--- config.mk ---
export PLATFORM = sky130hd
export DESIGN_NAME = line_burst_adapter
export DESIGN_NICKNAME = d
export VERILOG_FILES = /design/src/rtl/line_burst_pkg.sv /design/src/rtl/line_burst_serdes.sv /design/src/rtl/line_burst_adapter.sv
export SDC_FILE = /design/constraint.sdc
export NUM_CORES = 1
export LEC_CHECK = 0
export CORE_ASPECT_RATIO = 2
export CORE_MARGIN = 2
export CORE_UTILIZATION = 25
export DETAILED_ROUTE_END_ITERATION = 8
export PLACE_DENSITY = 0.48
export SYNTH_ARGS = -nofsm -noshare
export SYNTH_HDL_FRONTEND = slang
export SYNTH_SLANG_ARGS = --single-unit
--- constraint.sdc ---
create_clock -name clk -period 3.4 [get_ports clk]
set_input_delay 0.34 -clock clk [delete_from_list [all_inputs] [get_ports clk]]
set_output_delay 0.34 -clock clk [all_outputs]
set_load 0.005 [all_outputs]
--- src/rtl/line_burst_pkg.sv ---
// Shared types and helpers for the line-to-burst memory adapter.
package line_burst_pkg;

  typedef enum logic [2:0] {
    IDLE     = 3'd0,
    WR_BURST = 3'd1,
    RD_REQ   = 3'd2,
    RD_WAIT  = 3'd3,
    RESP     = 3'd4
  } state_e;

  function automatic int unsigned burst_len(input int unsigned line_w, input int unsigned bus_w);
    return line_w / bus_w;
  endfunction

  function automatic int unsigned cnt_width(input int unsigned burst);
    return (burst > 1) ? $clog2(burst) : 1;
  endfunction

  // Clear the byte-offset bits inside a line.
  function automatic logic [63:0] align_line(input logic [63:0] addr, input int unsigned off_w);
    return addr & ~((64'(1) << off_w) - 64'(1));
  endfunction

endpackage

--- src/rtl/line_burst_serdes.sv ---
// Line buffer with beat counter: parallel load / shift out for writes, indexed beat insert for reads.
module line_burst_serdes
  import line_burst_pkg::*;
#(
  parameter int unsigned LINE_W = 256,
  parameter int unsigned BUS_W  = 64
) (
  input  logic              clk,
  input  logic              rst,
  input  logic              load,
  input  logic [LINE_W-1:0] load_data,
  input  logic              clr,
  input  logic              shift,
  input  logic              insert,
  input  logic [BUS_W-1:0]  beat_in,
  output logic [BUS_W-1:0]  beat_out,
  output logic [LINE_W-1:0] merged_c,
  output logic              last_c
);

  localparam int unsigned BURST = burst_len(LINE_W, BUS_W);
  localparam int unsigned CNT_W = cnt_width(BURST);

  logic [LINE_W-1:0] line_q;
  logic [CNT_W-1:0]  cnt_q;

  assign last_c   = (cnt_q == CNT_W'(BURST - 1));
  assign beat_out = line_q[BUS_W-1:0];

  // Buffer with the incoming beat dropped into the slot selected by the counter.
  always_comb begin
    merged_c = line_q;
    for (int unsigned i = 0; i < BURST; i++) begin
      if (cnt_q == CNT_W'(i)) merged_c[i*BUS_W +: BUS_W] = beat_in;
    end
  end

  always_ff @(posedge clk or negedge rst) begin
    if (!rst) begin
      line_q <= '0;
      cnt_q  <= '0;
    end else if (load || clr) begin
      if (load) line_q <= load_data;
      cnt_q <= '0;
    end else if (shift || insert) begin
      line_q <= shift ? (line_q >> BUS_W) : merged_c;
      cnt_q  <= last_c ? '0 : cnt_q + CNT_W'(1);
    end
  end

endmodule

--- src/rtl/line_burst_adapter.sv ---
// Full-line cache port to banked burst memory bridge; all outputs registered.
// Define RAW_ADDR_CHECK_EN to flag stray or misaddressed read beats on the sticky err output.
module line_burst_adapter
  import line_burst_pkg::*;
#(
  parameter int unsigned LINE_W = 256,
  parameter int unsigned BUS_W  = 64,
  parameter int unsigned ADDR_W = 32
) (
  input  logic              clk,
  input  logic              rst,
  input  logic [ADDR_W-1:0] line_addr,
  input  logic              line_read,
  input  logic              line_write,
  input  logic [LINE_W-1:0] line_wdata,
  output logic [LINE_W-1:0] line_rdata,
  output logic              line_resp,
  output logic [ADDR_W-1:0] bmem_addr,
  output logic              bmem_read,
  output logic              bmem_write,
  output logic [BUS_W-1:0]  bmem_wdata,
  input  logic              bmem_ready,
  input  logic [ADDR_W-1:0] bmem_raddr,
  input  logic [BUS_W-1:0]  bmem_rdata,
  input  logic              bmem_rvalid,
  output logic              err
);

  localparam int unsigned OFF_W = $clog2(LINE_W / 8);

  state_e            state_q, state_d;
  logic              resp_d, read_d, write_d, err_d;
  logic [ADDR_W-1:0] addr_d, aligned_c;
  logic [LINE_W-1:0] rdata_d, merged_c;
  logic              load, clr, shift, insert, last_c, raw_err_c;

  assign aligned_c = ADDR_W'(align_line(64'(line_addr), OFF_W));

`ifdef RAW_ADDR_CHECK_EN
  assign raw_err_c = bmem_rvalid && ((state_q != RD_WAIT) || (bmem_raddr != bmem_addr));
`else
  logic unused_raddr;
  assign unused_raddr = ^bmem_raddr;
  assign raw_err_c    = 1'b0;
`endif

  line_burst_serdes #(.LINE_W(LINE_W), .BUS_W(BUS_W)) u_serdes (
    .clk      (clk),
    .rst      (rst),
    .load     (load),
    .load_data(line_wdata),
    .clr      (clr),
    .shift    (shift),
    .insert   (insert),
    .beat_in  (bmem_rdata),
    .beat_out (bmem_wdata),
    .merged_c (merged_c),
    .last_c   (last_c)
  );

  // Next state, next registered outputs and buffer controls.
  always_comb begin
    state_d = state_q;
    resp_d  = 1'b0;
    read_d  = bmem_read;
    write_d = bmem_write;
    addr_d  = bmem_addr;
    rdata_d = line_rdata;
    err_d   = err | raw_err_c;
    load    = 1'b0;
    clr     = 1'b0;
    shift   = 1'b0;
    insert  = 1'b0;
    case (state_q)
      IDLE: begin
        if (line_write) begin
          state_d = WR_BURST;
          write_d = 1'b1;
          addr_d  = aligned_c;
          load    = 1'b1;
        end else if (line_read) begin
          state_d = RD_REQ;
          read_d  = 1'b1;
          addr_d  = aligned_c;
          clr     = 1'b1;
        end
      end
      WR_BURST: begin
        if (bmem_write && bmem_ready) begin
          shift = 1'b1;
          if (last_c) begin
            state_d = RESP;
            write_d = 1'b0;
            resp_d  = 1'b1;
          end
        end
      end
      RD_REQ: begin
        if (bmem_read && bmem_ready) begin
          state_d = RD_WAIT;
          read_d  = 1'b0;
        end
      end
      RD_WAIT: begin
        if (bmem_rvalid) begin
          insert = 1'b1;
          if (last_c) begin
            state_d = RESP;
            resp_d  = 1'b1;
            rdata_d = merged_c;
          end
        end
      end
      RESP:    state_d = IDLE;
      default: state_d = IDLE;
    endcase
  end

  always_ff @(posedge clk or negedge rst) begin
    if (!rst) begin
      state_q    <= IDLE;
      line_resp  <= 1'b0;
      bmem_read  <= 1'b0;
      bmem_write <= 1'b0;
      bmem_addr  <= '0;
      line_rdata <= '0;
      err        <= 1'b0;
    end else begin
      state_q    <= state_d;
      line_resp  <= resp_d;
      bmem_read  <= read_d;
      bmem_write <= write_d;
      bmem_addr  <= addr_d;
      line_rdata <= rdata_d;
      err        <= err_d;
    end
  end

endmodule

---- Word level (Yosys, flattened, before mapping) ----
Cells that the tools add are included.
storage, ports and cells
  input bits .............................. 390
  flip-flop bits (word level) ............. 552
  logic and storage cells ................. 81
  output and inout port bits .............. 356
operators by class
  mux-type cells .......................... 41
  $add $sub $neg .......................... 1
  equal/unequal tests ..................... 15
  reductions and logical operators ........ 16
operators with widths
  kind                   count
  $mux W256              4
  $mux W64               4
  $mux W32               2
  $mux W1                18
  $mux W3                6
  $ne A2 B2 Y1 const B   6
  $pmux W3 S4            1
  $reduce_and A4 Y1      3
  $reduce_bool A2 Y1     4
  $eq A3 B2 Y1 const B   2
  $mux W2                3
  $pmux W1 S2            3
  $eq A2 B2 Y1 const B   2
  $ne A2 B1 Y1 const B   2
  $reduce_and A2 Y1      2
  $eq A3 B1 Y1 const B   1
  $logic_not A3 Y1       1
  $ne A3 B3 Y1 const B   1
  $reduce_and A3 Y1      1
  $add A2 B1 Y2 const B  1
  $eq A2 B1 Y1 const B   1
  $logic_and A1 B1 Y1    2
  $logic_not A2 Y1       1
  $logic_or A1 B1 Y1     2

---- Logic depth before layout (Yosys ltp) ----
Gate-level depths: netlist (run 1).
  depth in word-level cells ............... 6
  depth in mapped cells ................... 10
  mapped depth without buffers ............ 6

---- Modules after synthesis ----
Synthesis (run 1) repeated with hierarchy kept, for this count alone.
second synthesis, totals
  cells, all modules ...................... 2389
  area total of the unflattened synthesis .. 29630.9 µm²
modules (own cells, without submodules)
  module              sequential area each (µm²)  area an instance (µm²)  cells an instance  instances
  line_burst_serdes   6456.2                      18778.0                 1744               1
  line_burst_adapter  7231.9                      10852.9                 645                1

---- Least setup slack after synthesis (run 1) ----
Ideal clock, no wire load.
  path type ............................... reg-to-reg
  start ................................... reg u_serdes.cnt_q[0]
  end ..................................... reg u_serdes.line_q[171]
  clock period less this slack ............ 1.898 ns
  slack ................................... 1.502 ns
  arrival time ............................ 1.767 ns
  setup time .............................. 0.130 ns
  data required time ...................... 3.270 ns
  stages on the path, launching flop included .. 8
  path buffers ............................ 2
  path through ............................ dfrtp_1 -> inv_1 -> ha_1 -> buf_2 -> clkbuf_1 -> mux2_2 -> o221ai_1 -> a31oi_1
on the way
  cells in the longest elaborated chain, start to end .. 5
ends and longest elaborated chain
  what                    line                     RTL
  from (decl)             line_burst_serdes.sv:25  logic [CNT_W-1:0] cnt_q;
  from (signal assigned)  line_burst_serdes.sv:47  cnt_q <= last_c ? '0 : cnt_q + CNT_W'(1);
  $eq A2 B2 Y1            line_burst_serdes.sv:34  if (cnt_q == CNT_W'(i)) merged_c[i*BUS_W +: BUS_W] = beat_in;
  $mux W64                line_burst_serdes.sv:34
  $mux W256               line_burst_serdes.sv:46  line_q <= shift ? (line_q >> BUS_W) : merged_c;
  $mux W256               line_burst_serdes.sv:45  end else if (shift || insert) begin
  $mux W256               line_burst_serdes.sv:42  end else if (load || clr) begin
  to (signal assigned)    line_burst_serdes.sv:43  if (load) line_q <= load_data;
  to (signal assigned)    line_burst_serdes.sv:46
  to (decl)               line_burst_serdes.sv:24  logic [LINE_W-1:0] line_q;
No other way between the ends. The select of a mux whose other input is x is not followed.
A chain may end at the register's enable or synchronous reset.

---- Worst setup path after layout (run 1) ----
  start ................................... reg state_q[0]
  end ..................................... reg u_serdes.line_q[205]
on the way
  cells in the longest elaborated chain, start to end .. 5
  elaborated cells between the ends (all ways) .. 15
  classes of those cells .................. 3 x eq/ne; 7 x mux; 5 x reduce/logical
ends and longest elaborated chain
  what                                                   line                       RTL
  from (decl)                                            line_burst_adapter.sv:31   state_e state_q, state_d;
  from (signal assigned)                                 line_burst_adapter.sv:129  state_q <= state_d;
  $eq A3 B1 Y1 (tied with other cells)                   line_burst_adapter.sv:74   case (state_q)
  $mux W1                                                line_burst_adapter.sv:74
  $mux W256 (tied with other cells)                      line_burst_serdes.sv:46
  $mux W256 (tied with other cells)                      line_burst_serdes.sv:45
  $mux W256 / $reduce_and A2 Y1 (equally long branches)  n/a
Several ways; a longest one is shown, not always the timed one. The select of a mux whose other input is x is not followed.

==> results of run 1 <==
-- layout make-up --
type,instances,area (sq um),share of cell area
repair buffers,802,8248,0.2170
inverters,5,23.77,0.0006253
multi-input cells,1934,12300,0.3234
diodes,13,32.53,0.0008557
flip-flops and latches,547,13690,0.3601
clock inverters,20,244.0,0.006418
well taps,1487,1861,0.04894
clock buffers,80,1623,0.04269
-- power by group --
group | total, W | switching, W | internal [W] | leakage, nW
clock | 0.00659 | 0.00290 | 0.00369 | 0.916
combinational | 0.0211 | 0.0112 | 0.00992 | 7.60
sequential | 0.0117 | 0.00218 | 0.00957 | 6.56
total | 0.0394 | 0.0162 | 0.0232 | 15.1
-- worst register-to-register path, stage by stage, from the launching register on --
cell,delay [ns]
dfrtp_2,0.53
inv_6,0.31
a211oi_4,0.13
nor2_4,0.80
buf_4,0.56
o22a_1,0.21
-- per-layer routing --
layer  GRT usage  part of all wire  vias up  routed length (microns)
li1            -                 -    11230                        -
met1      0.3006              0.42    12820                    56110
met2      0.3475              0.43     1317                    57910
met3     0.08757              0.12      195                    15790
met4     0.06791             0.030       44                     4013
met5           0            0.0021        -                      284
-- state kept, by name, summed over array words and instances (netlist names) --
register and cells:
line_rdata 256, u_serdes.line_q 256, bmem_addr 27, state_q 3, u_serdes.cnt_q 2, bmem_read 1, bmem_write 1, line_resp 1
-- cells in the mapped netlist --
cell and n:
conb_1 1, buf_4 78, a211oi_2 1, nor3_4 1, inv_2 1, a21o_1 1
buf_1 4, nand2b_1 26, nand3_1 1, o211ai_1 2, clkbuf_1 144, or2_1 2
o22a_1 46, mux2i_1 185, o31ai_1 3, nand3b_1 1, nand2_2 1, dfrtp_1 547
ha_1 4, a22o_1 1, o21ai_1 5, nor3b_1 1, buf_6 22, nand2_1 466
o221ai_1 26, o21ai_0 183, nor2b_1 45, and2_1 4, mux2_2 97, nor2_2 1
a31oi_1 192, a211oi_1 1, a2bb2oi_1 19, nor3_1 211, a221o_1 164, buf_2 108
or3_1 1, o2bb2ai_1 45, nand4bb_1 1, nor2_1 167, a21oi_1 23, inv_1 4
and4bb_1 1
-- cell usage in the layout (no fill, tap or decap), drive strengths merged, types with 3 or more instances in the layout --
master | netlist | layout
a21oi | 23 | 23
a221o | 164 | 164
a2bb2oi | 19 | 19
a31oi | 192 | 192
and2 | 4 | 4
buf | 212 | 100
bufinv | 0 | 5
clkbuf | 144 | 80
clkdlybuf4s50 | 0 | 701
clkinv | 0 | 9
clkinvlp | 0 | 3
conb | 1 | 6
dfrtp | 547 | 547
diode | 0 | 13
ha | 4 | 4
inv | 5 | 8
mux2 | 97 | 97
mux2i | 185 | 185
nand2 | 467 | 467
nand2b | 26 | 26
nor2 | 168 | 168
nor2b | 45 | 45
nor3 | 212 | 212
o21ai | 188 | 188
o221ai | 26 | 26
o22a | 46 | 46
o2bb2ai | 45 | 45
o31ai | 3 | 3
-- worst paths after layout --
check	slack, ns	depth (start not counted)	startpoint	end
worst max-delay path	0.81	5	state_q[0]	u_serdes.line_q[205]
min in group asynchronous	0.26	2	rst	line_rdata[233]
worst max register to register	0.81	5	state_q[0]	u_serdes.line_q[205]
worst min register to register	0.48	2	line_rdata[10]	line_rdata[10]
worst min-delay path	0.21	3	line_addr[18]	bmem_addr[18]
max in group asynchronous	2.01	4	rst	line_rdata[182]
-- cells by family after synthesis --
kind of cell,Yosys count
compound gates,712
fa+ha+maj,4
buf+inv,361
flops,547
mux,282
other cells,1
simple gates,930
-- through the flow --
stage               total power, W  hold slack, ns  utilization  setup slack, ns  area, sq um
global placement           0.03271          0.3495       0.3264           0.3208        36110
CTS                        0.03974          0.1633       0.3434           0.6840        37980
floorplan                  0.02335         0.04441            -            1.502        27810
global route               0.04190          0.1918       0.3434           0.6566        37990
finish                     0.03942          0.2136       0.3437           0.8096        38020
detailed placement         0.03296          0.3477       0.3264           0.3052        36110
-- timing repair --
| item | in CTS | in global routing |
|---|---|---|
| endpoints found under the hold margin | 47 | 0 |
| hold buffers | 1 | 0 |
| buffers inserted | 0 | 0 |
==> impl_metrics.yaml, run 1 <==
detailed_routing:
  route.vias.total: 25610
  drcViolationCount: 0
  drt-total-wl_mm: 134.1
  postRouteAntennaNets: 0
  drt_iter0_markers: 2063
  wire_per_inst_microns: 27.44
  drt_pre_antenna_iters: 5
  viasPerCell: 5.240
finish:
  area_delta_synth_final_pct: 36.80
  fillCellCount: 11390
  drive_above_1_share: 0.09002
  final_nets: 3740
  fin_cells: 4888
power:
  vdd_ir_drop_max_mv: 0.6086
  p_leak_nw: 15.08
  powerDensity_nw_per_um2: 1037
floorplanning:
  core-area_sq_um: 110600
  die_w_microns: 239.8
  die_h_microns: 475.5
  fp-row-count: 173
  pin_count: 746
  start_util: 0.2512
  die-area_sq_um: 114000
logic_synthesis:
  ys_seq_area_frac: 0.4925
  synthAdderAreaFrac: 0.001801
  netlist_instances: 2837
  synth.yosys.warnings: 0
  yosys.area.top_type: "dfrtp_1"
  synth_seq_cells: 547
  synthSimpleGateAreaFrac: 0.1437
  synth_area_leaders: "dfrtp_1, mux2i_1, nand2_1, a221o_1, a31oi_1"
  syn_area_sq_um: 27790
  synth_mux_area_frac: 0.1059
  synth.distinct_cells: 43
  avgSynthCellArea_sq_um: 9.796
  synth.top_cell.area_share: 0.4925
  synth_compound_area_frac: 0.1858
  synth_top_family_by_area: "compound AO/OA/AOI/OAI gates"
  synth_xor_area_frac: 0
global_routing:
  grt_use_total: 0.2290
  grt_pass1_vias: 25820
  overflow: 0
  antenna_found_initial: 37
  grt_max_degree: 155
  grt_pass1_wl_mm: 191.4
worst_setup_path:
  critPathCaptureType: "register"
  cp.buffers_inverters: 2
  crit_slowest_cell: "nor2_4"
  critical_path_arrival_ns: 3.17
  critPathMaxFanout: 33
  critPathKind: "reg -> reg"
  critPathMaxStageDelay_ns: 0.80
  start_kind: "register"
  path_cells: "inv_6 > a211oi_4 > nor2_4 > buf_4 > o22a_1"
  cp_top_family: "buffers and inverters"
  cp.required_ns: 3.98
sta:
  setup_total_negative_slack_ns: 0
  rsz0062_at_grt: "no"
  skew_ns: 0.01985
  max-slew-margin-rel: 0.2090
  fmax_mhz: 386.0
  tightestPinTransition_ns: 1.187
  finalHoldViolCount: 0
  drv_slew: 0
  min_period_ns: 2.590
  finalCritPeriodShare: 0.7619
  setup_violations: 0
clock_network:
  cts_inserted_buffers: 56
  clk_path_buf_depth: 3
  clk_pin_slew_ns: 0.07
  cts_resized: 0
  insertion_delay_ns: 0.65
  clockRootBuffer: "clkbuf_16"
  clock_sinks: 547
  cts_max_level: 2
  cts_tree: "done"
place:
  io_buffers: 702
  dp.cells: 4774
  hpwlAfterDp_mm: 92.32
  place.gp.congestion: 0.8373
worst_hold_path:
  holdCritPathClass: "in -> reg"
job:
  cap_violations: 0
status:
  status: "finished, final reports clean"
No activity file was read; power rests on OpenSTA's default activity.
==> run 2: changes to the inputs <==
==> constraint.sdc (replaced) <==
create_clock -name clk -period 2.55 [get_ports clk]
set_input_delay 0.255 -clock clk [delete_from_list [all_inputs] [get_ports clk]]
set_output_delay 0.255 -clock clk [all_outputs]
set_load 0.005 [all_outputs]
==> impl_metrics.yaml, run 2 (synthesis results as in run 1) <==
detailed_routing:
  route.vias.total: 25710
  drt_pre_antenna_iters: 5
  viasPerCell: 5.208
  drcViolationCount: 0
  postRouteAntennaNets: 0
  wire_per_inst_microns: 27.07
  drt_iter0_markers: 2050
  drt-total-wl_mm: 133.6
sta:
  fmax_mhz: 426.3
  min_period_ns: 2.346
  finalHoldViolCount: 0
  finalCritPeriodShare: 0.9199
  skew_ns: 0.01264
  setup_violations: 0
  tightestPinTransition_ns: 0.8823
  max-slew-margin-rel: 0.4118
  rsz0062_at_grt: "no"
  drv_slew: 0
global_routing:
  grt_max_degree: 104
  overflow: 0
  antenna_found_initial: 41
  grt_pass1_vias: 26020
  grt_pass1_wl_mm: 192.0
  grt_use_total: 0.2291
place:
  hpwlAfterDp_mm: 94.51
  placed_area_sq_um: 36740
  dp.cells: 4821
  place.gp.congestion: 0.8477
  io_buffers: 702
floorplanning:
  core-area_sq_um: 110600
  pin_count: 746
  die_w_microns: 239.8
  die_h_microns: 475.5
  start_util: 0.2512
  fp-row-count: 173
  die-area_sq_um: 114000
clock_network:
  cts_resized: 0
  clk_path_buf_depth: 3
  clockRootBuffer: "clkbuf_16"
  cts_inserted_buffers: 56
  clock_sinks: 547
  clk_pin_slew_ns: 0.06
  cts_tree: "done"
  cts_max_level: 2
  insertion_delay_ns: 0.63
finish:
  final_nets: 3787
  final_cell_mix: "clkdlybuf4s50_1, dfrtp_1, nand2_1, nor3_1, a31oi_1"
  final_common_cell: "clkdlybuf4s50_1"
  fin_cells: 4936
  fillCellCount: 11250
  fin_area_sq_um: 38780
  reg_top3: "line_rdata (256), u_serdes.line_q (256), bmem_addr (27)"
  area_delta_synth_final_pct: 39.55
  post-route-util: 0.3506
  drive_above_1_share: 0.1044
worst_setup_path:
  start_kind: "register"
  critPathKind: "reg -> reg"
  cp.required_ns: 3.05
  critical_path_arrival_ns: 2.84
  path_cells: "and4bb_4 > a22o_4 > buf_4 > a2bb2oi_1 > a21oi_1"
  reg2reg_slack_ns: 0.20
  cp.buffers_inverters: 1
  crit_slowest_cell: "a22o_4"
  cp_top_family: "compound AO/OA/AOI/OAI gates"
  critPathMaxStageDelay_ns: 0.66
  critPathCaptureType: "register"
  critPathMaxFanout: 45
power:
  p_leak_nw: 15.46
  vdd_ir_drop_max_mv: 0.8167
  powerDensity_nw_per_um2: 1388
status:
  status: "finished, final reports clean"
job:
  cap_violations: 0
worst_hold_path:
  holdCritPathClass: "in -> async"
run 2: cell types whose count changed in the layout (fill, tap and decap cells not counted), sizes merged:
cell      change
diode         -3
clkbuf        +1
bufinv        +3
inv           -2
buf          +47
clkinv        -1
clkinvlp      +3
run 2: cell type report:
cell class | instances | area (sq um) | share of cell area
flip-flops and latches | 547 | 13690 | 0.3530
multi-input cells | 1934 | 12300 | 0.3170
repair buffers | 849 | 8876 | 0.2289
well taps | 1487 | 1861 | 0.04797
clock buffers | 81 | 1667 | 0.04297
clock inverters | 23 | 345.3 | 0.008904
diodes | 10 | 25.02 | 0.0006452
inverters | 5 | 23.77 | 0.0006130
run 2: metal layers:
metal	global-route usage	wire length [microns]
met3	0.08461	15110
met2	0.3495	57510
met1	0.3009	56600
met4	0.06838	4034
met5	0	358
run 2: path summary, 6_finish.rpt:
kind                                     from                   end  cells after the start
worst max-delay path               state_q[1]  u_serdes.line_q[231]                      5
worst min-delay path                      rst       line_rdata[235]                      2
worst max register to register     state_q[1]  u_serdes.line_q[231]                      5
worst min register to register  bmem_addr[20]         bmem_addr[20]                      2
max in group asynchronous                 rst  u_serdes.line_q[180]                      4
min in group clk                 line_addr[9]          bmem_addr[9]                      3
run 2: timing repair:
action                                  CTS  global route
setup buffers                             0             0
hold endpoints to repair                173             0
hold buffers                              1             0
endpoints found under the setup margin    0             0
run 2: report_power, final:
group	total [W]	leakage, nW	switching, W	internal [W]
sequential	0.0157	6.56	0.00293	0.0128
clock	0.00924	0.974	0.00389	0.00535
combinational	0.0289	7.93	0.0149	0.0140
run 2: metrics by stage:
stage               setup TNS, ns  power, W  hold WS [ns]  setup slack (ns)
floorplan                       0   0.03113      -0.04059            0.6524
global placement          -0.8629   0.04443        0.2273          -0.04104
detailed placement         -3.487   0.04475        0.2161          -0.06513
CTS                             0   0.05427       0.08909            0.2095
global route                    0   0.05726        0.1301           0.09963
finish                          0   0.05383        0.1456            0.2043
